### config.mk
export PLATFORM = sky130hd
export DESIGN_NAME = corr_collector
export DESIGN_NICKNAME = d
export VERILOG_FILES = /design/src/rtl/corr_collector_pkg.sv /design/src/rtl/corr_toggle_det.sv /design/src/rtl/corr_collector.sv
export SDC_FILE = /design/constraint.sdc
export NUM_CORES = 1
export LEC_CHECK = 0
export ABC_AREA = 1
export CAP_MARGIN = 25
export CORE_MARGIN = 2
export CORE_UTILIZATION = 63
export DETAILED_ROUTE_END_ITERATION = 6
export PLACE_DENSITY_LB_ADDON = 0.1
export SYNTH_ARGS = -nofsm -noshare
export SYNTH_HDL_FRONTEND = slang
export SYNTH_HIERARCHICAL = 1
export SYNTH_SLANG_ARGS = --single-unit
### constraint.sdc
create_clock -name clk -period 9.62 [get_ports clk]
set_clock_uncertainty 0.05 [all_clocks]
set_input_delay 2.405 -clock clk [delete_from_list [all_inputs] [get_ports clk]]
set_output_delay 2.405 -clock clk [all_outputs]
set_load 0.02 [all_outputs]
### src/rtl/corr_collector_pkg.sv
// Shared encodings, widths and saturating helpers for the correlation collector.
// Imported by the top and the toggle detector.
package corr_collector_pkg;

    localparam int NUM_CLASSES = 5;
    localparam int VEC_W       = 4;
    localparam int SUM_W       = 16;
    localparam int CNT_W       = 12;
    localparam int IDX_W       = 3;

    localparam logic [1:0] ST_IDLE   = 2'd0;
    localparam logic [1:0] ST_WINDOW = 2'd1;
    localparam logic [1:0] ST_ACCUM  = 2'd2;
    localparam logic [1:0] ST_READ   = 2'd3;

    typedef logic [SUM_W-1:0] sum_t;
    typedef logic [CNT_W-1:0] cnt_t;
    typedef logic [VEC_W-1:0] vec_t;

    // Hamming distance class of a transition, 0..VEC_W.
    function automatic logic [IDX_W-1:0] popcount_vec(input vec_t v);
        logic [IDX_W-1:0] n;
        n = '0;
        for (int i = 0; i < VEC_W; i++) begin
            n = n + IDX_W'(v[i]);
        end
        return n;
    endfunction

    function automatic sum_t sum_sat_add(input sum_t a, input sum_t b);
        logic [SUM_W:0] wide;
        wide = {1'b0, a} + {1'b0, b};
        return wide[SUM_W] ? '1 : wide[SUM_W-1:0];
    endfunction

    function automatic cnt_t cnt_sat_inc(input cnt_t a);
        return (a == '1) ? a : a + CNT_W'(1);
    endfunction

endpackage

### src/rtl/corr_toggle_det.sv
// Brings the asynchronous gate output into the clock domain and flags each
// change of the synchronized level for exactly one cycle.
module corr_toggle_det
    import corr_collector_pkg::*;
(
    input  logic clk,
    input  logic rst,
    input  logic y_i,
    output logic toggle_o
);

    // sync_q[0], sync_q[1] form the synchronizer; sync_q[2] holds the previous level.
    logic [2:0] sync_q;

    // NOTE: sequential state uses non-blocking assignments so every flop samples pre-edge values.
    always_ff @(posedge clk or posedge rst) begin
        if (rst) begin
            sync_q <= '0;
        end else begin
            sync_q <= {sync_q[1:0], y_i};
        end
    end

    assign toggle_o = sync_q[1] ^ sync_q[2];

endmodule

### src/rtl/corr_collector.sv
// Counts gate-output toggles per experiment window and accumulates them into
// per-Hamming-distance classes, with a single-cycle readout port.
module corr_collector
    import corr_collector_pkg::*;
#(
    parameter int TIMEOUT = 1023,
    parameter int TOG_W   = 8
) (
    input  logic             clk,
    input  logic             rst,
    input  logic             start_i,
    input  logic             done_i,
    input  logic [VEC_W-1:0] vec_from_i,
    input  logic [VEC_W-1:0] vec_to_i,
    input  logic             y_i,
    input  logic             clear_i,
    input  logic             rd_req_i,
    input  logic [IDX_W-1:0] rd_idx_i,
    output logic             rd_valid_o,
    output logic [SUM_W-1:0] rd_sum_o,
    output logic [CNT_W-1:0] rd_cnt_o,
    output logic             busy_o,
    output logic             err_timeout_o,
    output logic             err_overlap_o
);

    localparam int TMR_W = $clog2(TIMEOUT + 1);

    logic [1:0]       state_q, state_d;
    vec_t             vec_from_q, vec_from_d;
    vec_t             vec_to_q, vec_to_d;
    logic [TOG_W-1:0] tog_q, tog_d;
    logic [TMR_W-1:0] timer_q, timer_d;
    sum_t             sum_q [NUM_CLASSES];
    sum_t             sum_d [NUM_CLASSES];
    cnt_t             cnt_q [NUM_CLASSES];
    cnt_t             cnt_d [NUM_CLASSES];
    logic             rd_valid_q, rd_valid_d;
    sum_t             rd_sum_q, rd_sum_d;
    cnt_t             rd_cnt_q, rd_cnt_d;
    logic             err_timeout_q, err_timeout_d;
    logic             err_overlap_q, err_overlap_d;

    logic             toggle;
    logic [TOG_W-1:0] tog_sat;
    logic [IDX_W-1:0] acc_class;

    corr_toggle_det u_toggle_det (
        .clk      (clk),
        .rst      (rst),
        .y_i      (y_i),
        .toggle_o (toggle)
    );

    assign tog_sat   = (tog_q == '1) ? tog_q : tog_q + TOG_W'(1);
    assign acc_class = popcount_vec(vec_from_q ^ vec_to_q);

    // NOTE: every variable gets a default at the top so no path can infer a latch.
    always_comb begin
        state_d       = state_q;
        vec_from_d    = vec_from_q;
        vec_to_d      = vec_to_q;
        tog_d         = tog_q;
        timer_d       = timer_q;
        sum_d         = sum_q;
        cnt_d         = cnt_q;
        rd_valid_d    = 1'b0;
        rd_sum_d      = '0;
        rd_cnt_d      = '0;
        err_timeout_d = 1'b0;
        err_overlap_d = 1'b0;

        case (state_q)
            ST_IDLE: begin
                if (start_i) begin
                    vec_from_d = vec_from_i;
                    vec_to_d   = vec_to_i;
                    tog_d      = '0;
                    timer_d    = '0;
                    state_d    = ST_WINDOW;
                end else if (rd_req_i) begin
                    // Out-of-range indices match no class and read back as zero.
                    rd_valid_d = 1'b1;
                    for (int k = 0; k < NUM_CLASSES; k++) begin
                        if (rd_idx_i == IDX_W'(k)) begin
                            rd_sum_d = sum_q[k];
                            rd_cnt_d = cnt_q[k];
                        end
                    end
                    state_d = ST_READ;
                end else if (clear_i) begin
                    for (int k = 0; k < NUM_CLASSES; k++) begin
                        sum_d[k] = '0;
                        cnt_d[k] = '0;
                    end
                end
            end

            ST_WINDOW: begin
                if (toggle) begin
                    tog_d = tog_sat;
                end
                timer_d = timer_q + TMR_W'(1);
                if (done_i) begin
                    err_overlap_d = start_i;
                    state_d       = ST_ACCUM;
                end else if (start_i) begin
                    vec_from_d    = vec_from_i;
                    vec_to_d      = vec_to_i;
                    tog_d         = '0;
                    timer_d       = '0;
                    err_overlap_d = 1'b1;
                end else if (timer_q == TMR_W'(TIMEOUT)) begin
                    err_timeout_d = 1'b1;
                    state_d       = ST_IDLE;
                end
            end

            ST_ACCUM: begin
                for (int k = 0; k < NUM_CLASSES; k++) begin
                    if (acc_class == IDX_W'(k)) begin
                        sum_d[k] = sum_sat_add(sum_q[k], SUM_W'(tog_q));
                        cnt_d[k] = cnt_sat_inc(cnt_q[k]);
                    end
                end
                state_d = ST_IDLE;
            end

            default: begin
                state_d = ST_IDLE;
            end
        endcase
    end

    // NOTE: the class table is only ten small registers, so it is reset like any other state.
    always_ff @(posedge clk or posedge rst) begin
        if (rst) begin
            state_q       <= ST_IDLE;
            vec_from_q    <= '0;
            vec_to_q      <= '0;
            tog_q         <= '0;
            timer_q       <= '0;
            rd_valid_q    <= 1'b0;
            rd_sum_q      <= '0;
            rd_cnt_q      <= '0;
            err_timeout_q <= 1'b0;
            err_overlap_q <= 1'b0;
            for (int k = 0; k < NUM_CLASSES; k++) begin
                sum_q[k] <= '0;
                cnt_q[k] <= '0;
            end
        end else begin
            state_q       <= state_d;
            vec_from_q    <= vec_from_d;
            vec_to_q      <= vec_to_d;
            tog_q         <= tog_d;
            timer_q       <= timer_d;
            rd_valid_q    <= rd_valid_d;
            rd_sum_q      <= rd_sum_d;
            rd_cnt_q      <= rd_cnt_d;
            err_timeout_q <= err_timeout_d;
            err_overlap_q <= err_overlap_d;
            sum_q         <= sum_d;
            cnt_q         <= cnt_d;
        end
    end

    assign busy_o        = (state_q != ST_IDLE);
    assign rd_valid_o    = rd_valid_q;
    assign rd_sum_o      = rd_sum_q;
    assign rd_cnt_o      = rd_cnt_q;
    assign err_timeout_o = err_timeout_q;
    assign err_overlap_o = err_overlap_q;

endmodule
==> results of run 1 <==
-- worst register-to-register path, stage by stage (launching register included) --
cell and delay (ps):
dfrtp_1 400, xor2_1 210, fa_1 450, ha_1 210, ha_1 350, nor3_1 340
nand2_1 360, nand2_1 350, inv_1 300, nand2_1 130, o21ai_0 80
-- path summary, 6_finish.rpt --
| check | start | to | depth (start not counted) |
|---|---|---|---|
| max reg2reg | vec_from_q[3]$_DFFE_PP0P_ | sum_q[1]$_DFFE_PP0P_ | 10 |
| min | u_toggle_det/sync_q[0]$_DFF_PP0_ | u_toggle_det/sync_q[1]$_DFF_PP0_ | 0 |
| max in group asynchronous | rst | sum_q[30]$_DFFE_PP0P_ | 4 |
| min in group asynchronous | rst | timer_q[9]$_DFFE_PP0P_ | 2 |
| max | rd_idx_i[0] | rd_cnt_o[10]$_DFF_PP0_ | 7 |
| min reg2reg | u_toggle_det/sync_q[0]$_DFF_PP0_ | u_toggle_det/sync_q[1]$_DFF_PP0_ | 0 |
-- flip-flops by register name, indices dropped and copies added, names as in the netlist, 3 cells and up --
| name | flops |
|---|---|
| u_toggle_det/sync_q | 3 |
| sum_q | 80 |
| rd_cnt_o | 12 |
| vec_to_q | 4 |
| tog_q | 8 |
| rd_sum_o | 16 |
| cnt_q | 60 |
| vec_from_q | 4 |
| timer_q | 10 |
-- final cells by class --
cell class / count / area [um^2] / area share, %
Multi-Input combinational cell: 1485 / 7480 / 49.5
Inverter: 229 / 867 / 5.74
Clock inverter: 7 / 62.6 / 0.414
Clock buffer: 35 / 713 / 4.72
Tap cell: 275 / 344 / 2.28
Timing Repair Buffer: 55 / 576 / 3.81
Sequential cell: 202 / 5050 / 33.5
-- where the power goes --
group          switching [mW]  internal, mW
registers               0.307          1.04
clock network           0.362         0.537
logic                   0.886         0.400
total                    1.56          1.98
-- metrics by stage --
stage,worst slack [ps],total power [mW],util (%),cell area [um^2]
4_1_cts,4770,3.51,71.1,15000
3_5_place_dp,4260,2.60,67.4,14300
6_report,4670,3.53,71.4,15100
2_1_floorplan,1740,2.24,-,13700
3_3_place_gp,4400,2.57,67.4,14300
5_1_grt,4500,3.75,71.4,15100
-- kinds of logic after synthesis --
kind of cell,synth area share [%]
and+or+nand+nor,35.8
adders and majority gates,5.35
xor gates and xnor gates,3.20
buffers and inverters,8.61
AOI/OAI and AO/OA,10.2
DFF,36.9
-- layer usage --
| layer | vias up | wire, um | share of wire, % | track usage (%) |
|---|---|---|---|---|
| li1 | 6431 | - | - | - |
| met1 | 6165 | 16400 | 42 | 49.5 |
| met2 | 623 | 17100 | 44 | 53.1 |
| met3 | 99 | 4050 | 10 | 6.92 |
| met4 | 0 | 1410 | 3.6 | 11.9 |
| met5 | - | 0 | 0 | 0 |
-- synthesized netlist by cell type (5+ instances only) --
cell type / n / area, um^2
nand3b_1: 8 / 60.1
inv_2: 10 / 37.5
o21bai_1: 5 / 37.5
ha_1: 49 / 613
clkbuf_1: 16 / 60.1
nand4_1: 27 / 169
inv_1: 219 / 822
buf_2: 27 / 135
nand2_1: 685 / 2570
o21ai_0: 135 / 676
dfrtp_1: 202 / 5050
a21oi_1: 44 / 220
a31oi_1: 34 / 213
nor3_1: 38 / 190
nand3_1: 204 / 1020
nand2_2: 7 / 43.8
nor2_1: 114 / 428
xor2_1: 40 / 350
buf_4: 9 / 67.6
nor2_2: 6 / 37.5
fa_1: 6 / 120
nand2_4: 7 / 78.8
nor2_4: 6 / 67.6
o21ai_1: 20 / 100
or2_2: 5 / 31.3
xnor2_1: 10 / 87.6
==> flow_summary_export.csv, run 1 <==
group,metric,value,unit
pwr,p_per_area,234,nW/um^2
pwr,p_leak,7.74,nW
sta,period_share,51.4,%
critical_path,endpoint_kind,"register",
route,detail-route-antenna-nets,0,
critical_path,cp_slowest_stage_delay,1160,ps
synth,synth_edf_count,0,
route,drc,0,
floorplanning,core,21200,um^2
cts,ctsHtreeMaxLevel,1,
synth,netlist_instances,1975,
cts,cts_buffer_depth,3,
synth,synthDistinctLibCells,48,
critical_path,crit_buf_inv,2,
synth,syn_area_per_cell,6.94,um^2
grt,grt_pass1_vias,12300,
grt,grt_antenna_before_repair,0,
sta,min_period,4950,ps
job,max_cap_violations,0,
run_status,status,"complete, no violations",
sta,finalSetupTns,0,ps
synth,synth.net_count,2048,
place,dp.cells,2243,
cts,cts_made_buffers,24,
cells_and_area,num_antenna_cells,0,
grt,grt_pass1_wl,62.9,mm
sta,hold_viol_final,0,
cts,cts_tree,"done",
floorplanning,dieArea,23000,um^2
floorplanning,die_y,151,um
place,gp_congestion,0.935,
cells_and_area,fillCellCount,1768,
synth,async_reset_ff_share,100,%
synth,yosysWarnings,6,
cts,cts_hold_buf,0,
cells_and_area,final_cell_mix,"685 x nand2_1, 218 x inv_1, 203 x nand3_1",
critical_path,crit_chain,"clkdlybuf4s50_1, inv_1, nor3_4, nand2_1, nand3_1, o21ai_1, a31oi_1",
floorplanning,top_level_ports,50,
cells_and_area,drive_gt1_share,5.27,%
route,viasPerCell,5.82,
critical_path,cp.arrival,5330,ps
synth,ys_seq_area_share,36.9,%
cts,cts_root_buf,"clkbuf_16",
critical_path,crit_family,"buffers and inverters",
grt,grt_max_degree,137,
cells_and_area,final_common_cell,"nand2_1",
critical_path,path_class,"input port to register",
route,dr_total_vias,13300,
route,wl,39.0,mm
floorplanning,fp.dieW,151,um
place,dp_hpwl,27.6,mm
cts,cts_setup_buffers,0,
route,wl_per_cell,17.0,um
critical_path,start_kind,"input port",
sta,fmax,202,MHz
floorplanning,start_util,64.8,%
synth,synth_area,13700,um^2
place,io_buffers,49,
sta,holdWs,310,ps
synth,synth_seq_cells,202,
cells_and_area,stdcell_count,2288,
synth,dominantRegCellSynth,"dfrtp_1",
critical_path,critPathSlowestCell,"clkdlybuf4s50_1",
sta,setup_violations,0,
cts,clk_pin_slew,60,ps
critical_path,cp.required,10010,ps
sta,slew_viol_final,0,
critical_path,crit_fanout,30,
cts,insertion_delay,520,ps
grt,grt_usage,34.7,%
sta,rsz0062_at_grt,"false",
route,drt-initial-drc-count,1268,
cells_and_area,nets,2070,
critical_path,reg2reg_slack,6260,ps
sta,max-slew-margin-rel,24.2,%
worst_hold_path,hp-class,"register to register",
cells_and_area,area_growth,10.1,%
sta,tightest_slew,1130,ps
floorplanning,num_rows,53,
grt,overflow,0,
route,firstDrtPassIters,6,
cts,cts.sinks,202,
cts,cts_resized,0,
pwr,ir_drop,0.000160,V
No activity file was read; power rests on OpenSTA's default activity.
==> run 2: changes to the inputs <==
- CORE_UTILIZATION: 63 -> 57
- clock period: 9.62 -> 4 ns (I/O delays scaled with it)
==> run 2 against run 1 <==
  * Non-clock buffer count rose by 11
  * Sequential power up 140%
  * Combinational power up 140%
  * Die area increased by 10%
  * Count of clock-buffer cells in the layout up 3
  * Routed wire length shrank 2.6%
  * Cell area grew 0.76%
  * Flip-flop and latch count unchanged
  * First-iteration DRC count down 8.1%
  * Total power grew 140%
  * Critical path depth grew 4
  * Global-route usage shrank 4.9 points
==> flow_summary_export.csv, run 2 (synthesis gave the netlist of run 1 again) <==
group,metric,value,unit
critical_path,reg2reg_from,"vec_from_q[0]$_DFFE_PP0P_",
worst_hold_path,hp-class,"register to register",
cells_and_area,area_growth,11.0,%
floorplanning,die_y,159,um
cts,cts_setup_buffers,0,
floorplanning,num_rows,56,
cells_and_area,nets,2081,
place,dp_slack,902,ps
sta,hold_viol_final,0,
cells_and_area,regMostFlops,"sum_q",
sta,min_period,3150,ps
critical_path,path_class,"register to register",
floorplanning,top_level_ports,50,
cells_and_area,final_common_cell,"nand2_1",
cts,insertion_delay,540,ps
cts,cts_root_buf,"clkbuf_16",
pwr,p_leak,7.77,nW
grt,grt_usage,29.8,%
cells_and_area,largest_reg_flops,80,
pwr,p_per_area,557,nW/um^2
route,firstDrtPassIters,6,
place,io_buffers,49,
cells_and_area,drive_gt1_share,5.58,%
critical_path,critPathSlowestCell,"fa_1",
route,viasPerCell,5.57,
sta,max-slew-margin-rel,42.7,%
run_status,status,"complete, no violations",
sta,rsz0062_at_grt,"false",
sta,period_share,78.7,%
floorplanning,dieArea,25300,um^2
critical_path,crit_fanout,17,
sta,tightest_slew,859,ps
cts,cts_made_buffers,24,
critical_path,path_common_cell,"ha_1",
place,dp_hpwl,27.6,mm
sta,slew_viol_final,0,
grt,overflow,0,
route,drt-initial-drc-count,1165,
critical_path,cp.required,4350,ps
place,gp_congestion,0.926,
critical_path,cp_slowest_stage_delay,560,ps
cts,cts_hold_buf,0,
critical_path,crit_chain,"xor2_1, fa_1, ha_1, ha_1, nand3_1, nor2_4, nor2_2, inv_2, o21ai_1, nand2_1, o21ai_0",
worst_hold_path,min_from,"u_toggle_det/sync_q[0]$_DFF_PP0_",
sta,fin_ws,852,ps
cells_and_area,stdcell_count,2343,
cts,ctsHtreeMaxLevel,1,
cells_and_area,final_util,64.6,%
grt,grt_antenna_before_repair,0,
cts,clk_pin_slew,60,ps
cts,cts_buffer_depth,3,
grt,grt_pass1_wl,62.0,mm
route,drc,0,
floorplanning,start_util,58.2,%
job,max_cap_violations,0,
route,wl_per_cell,16.2,um
grt,grt_pass1_vias,12100,
sta,fmax,318,MHz
sta,setup_violations,0,
critical_path,critPathLaunch,"vec_from_q[0]$_DFFE_PP0P_",
critical_path,start_kind,"register",
pwr,ir_drop,0.000613,V
floorplanning,core,23500,um^2
route,wl,38.0,mm
place,dp.cells,2301,
cells_and_area,final_cell_mix,"685 x nand2_1, 218 x inv_1, 203 x nand3_1",
route,detail-route-antenna-nets,0,
cts,cts.sinks,202,
cells_and_area,fillCellCount,2172,
floorplanning,fp.dieW,159,um
cells_and_area,num_antenna_cells,0,
cts,cts_resized,0,
cts,cts_tree,"done",
route,dr_total_vias,13100,
grt,grt_max_degree,59,
critical_path,cp.arrival,3500,ps
sta,finalSetupTns,0,ps
critical_path,endpoint_kind,"register",
-- run 2: cell types whose count changed in the layout (fill, tap and decap cells not counted), sizes merged --
| cell | previous run | this run |
|---|---|---|
| clkbuf | 35 | 38 |
| clkinv | 5 | 3 |
| buf | 6 | 17 |
| inv | 229 | 228 |
-- run 2: metrics by stage --
step / hold slack, ps / cell area, um^2 / total power [mW]
floorplan: 281 / 13700 / 5.38
global placement: 294 / 14500 / 6.17
detailed placement: 286 / 14500 / 6.27
CTS: 306 / 15200 / 8.44
global route: 316 / 15200 / 8.98
finish: 305 / 15200 / 8.47
-- run 2: layer usage --
| layer | vias to the layer above | part of all wire (%) | track usage, % |
|---|---|---|---|
| met5 | - | 0 | 0 |
| met4 | 0 | 2.9 | 8.60 |
| met3 | 73 | 7.1 | 4.85 |
| met2 | 441 | 44 | 45.5 |
| met1 | 6101 | 46 | 44.0 |
| li1 | 6444 | - | - |
-- run 2: where the power goes --
| part | leakage (nW) | switching (mW) | internal (mW) |
|---|---|---|---|
| sequential | 2.76 | 0.689 | 2.50 |
| combinational | 4.63 | 2.14 | 0.999 |
| clock | 0.371 | 0.877 | 1.26 |
| total | 7.77 | 3.71 | 4.76 |
-- run 2: worst paths after layout --
| kind | end | slack (ps) | depth (start not counted) |
|---|---|---|---|
| setup / recovery | sum_q[24]$_DFFE_PP0P_ | 850 | 11 |
| hold / removal | u_toggle_det/sync_q[1]$_DFF_PP0_ | 300 | 0 |
| setup reg to reg | sum_q[24]$_DFFE_PP0P_ | 850 | 11 |
| hold reg to reg | u_toggle_det/sync_q[1]$_DFF_PP0_ | 300 | 0 |
| max in group asynchronous | cnt_q[18]$_DFFE_PP0P_ | 2300 | 3 |
| min in group asynchronous | u_toggle_det/sync_q[2]$_DFF_PP0_ | 670 | 2 |
-- run 2: final cells by class --
cell class | instances | area [um^2] | area share, %
Tap cell | 319 | 399 | 2.62
Clock inverter | 4 | 56.3 | 0.370
Sequential cell | 202 | 5050 | 33.2
Inverter | 229 | 863 | 5.68
Clock buffer | 38 | 703 | 4.62
Timing Repair Buffer | 66 | 656 | 4.31
Multi-Input combinational cell | 1485 | 7480 | 49.2
-- run 2: worst max-delay path: cells and delay by family (launching register included) --
kind / cells / cell delay, ps
xor+xnor: 1 / 180
flops: 1 / 390
simple gates: 4 / 960
compound gates: 2 / 140
buf+inv: 1 / 140
fa+ha+maj: 3 / 1140
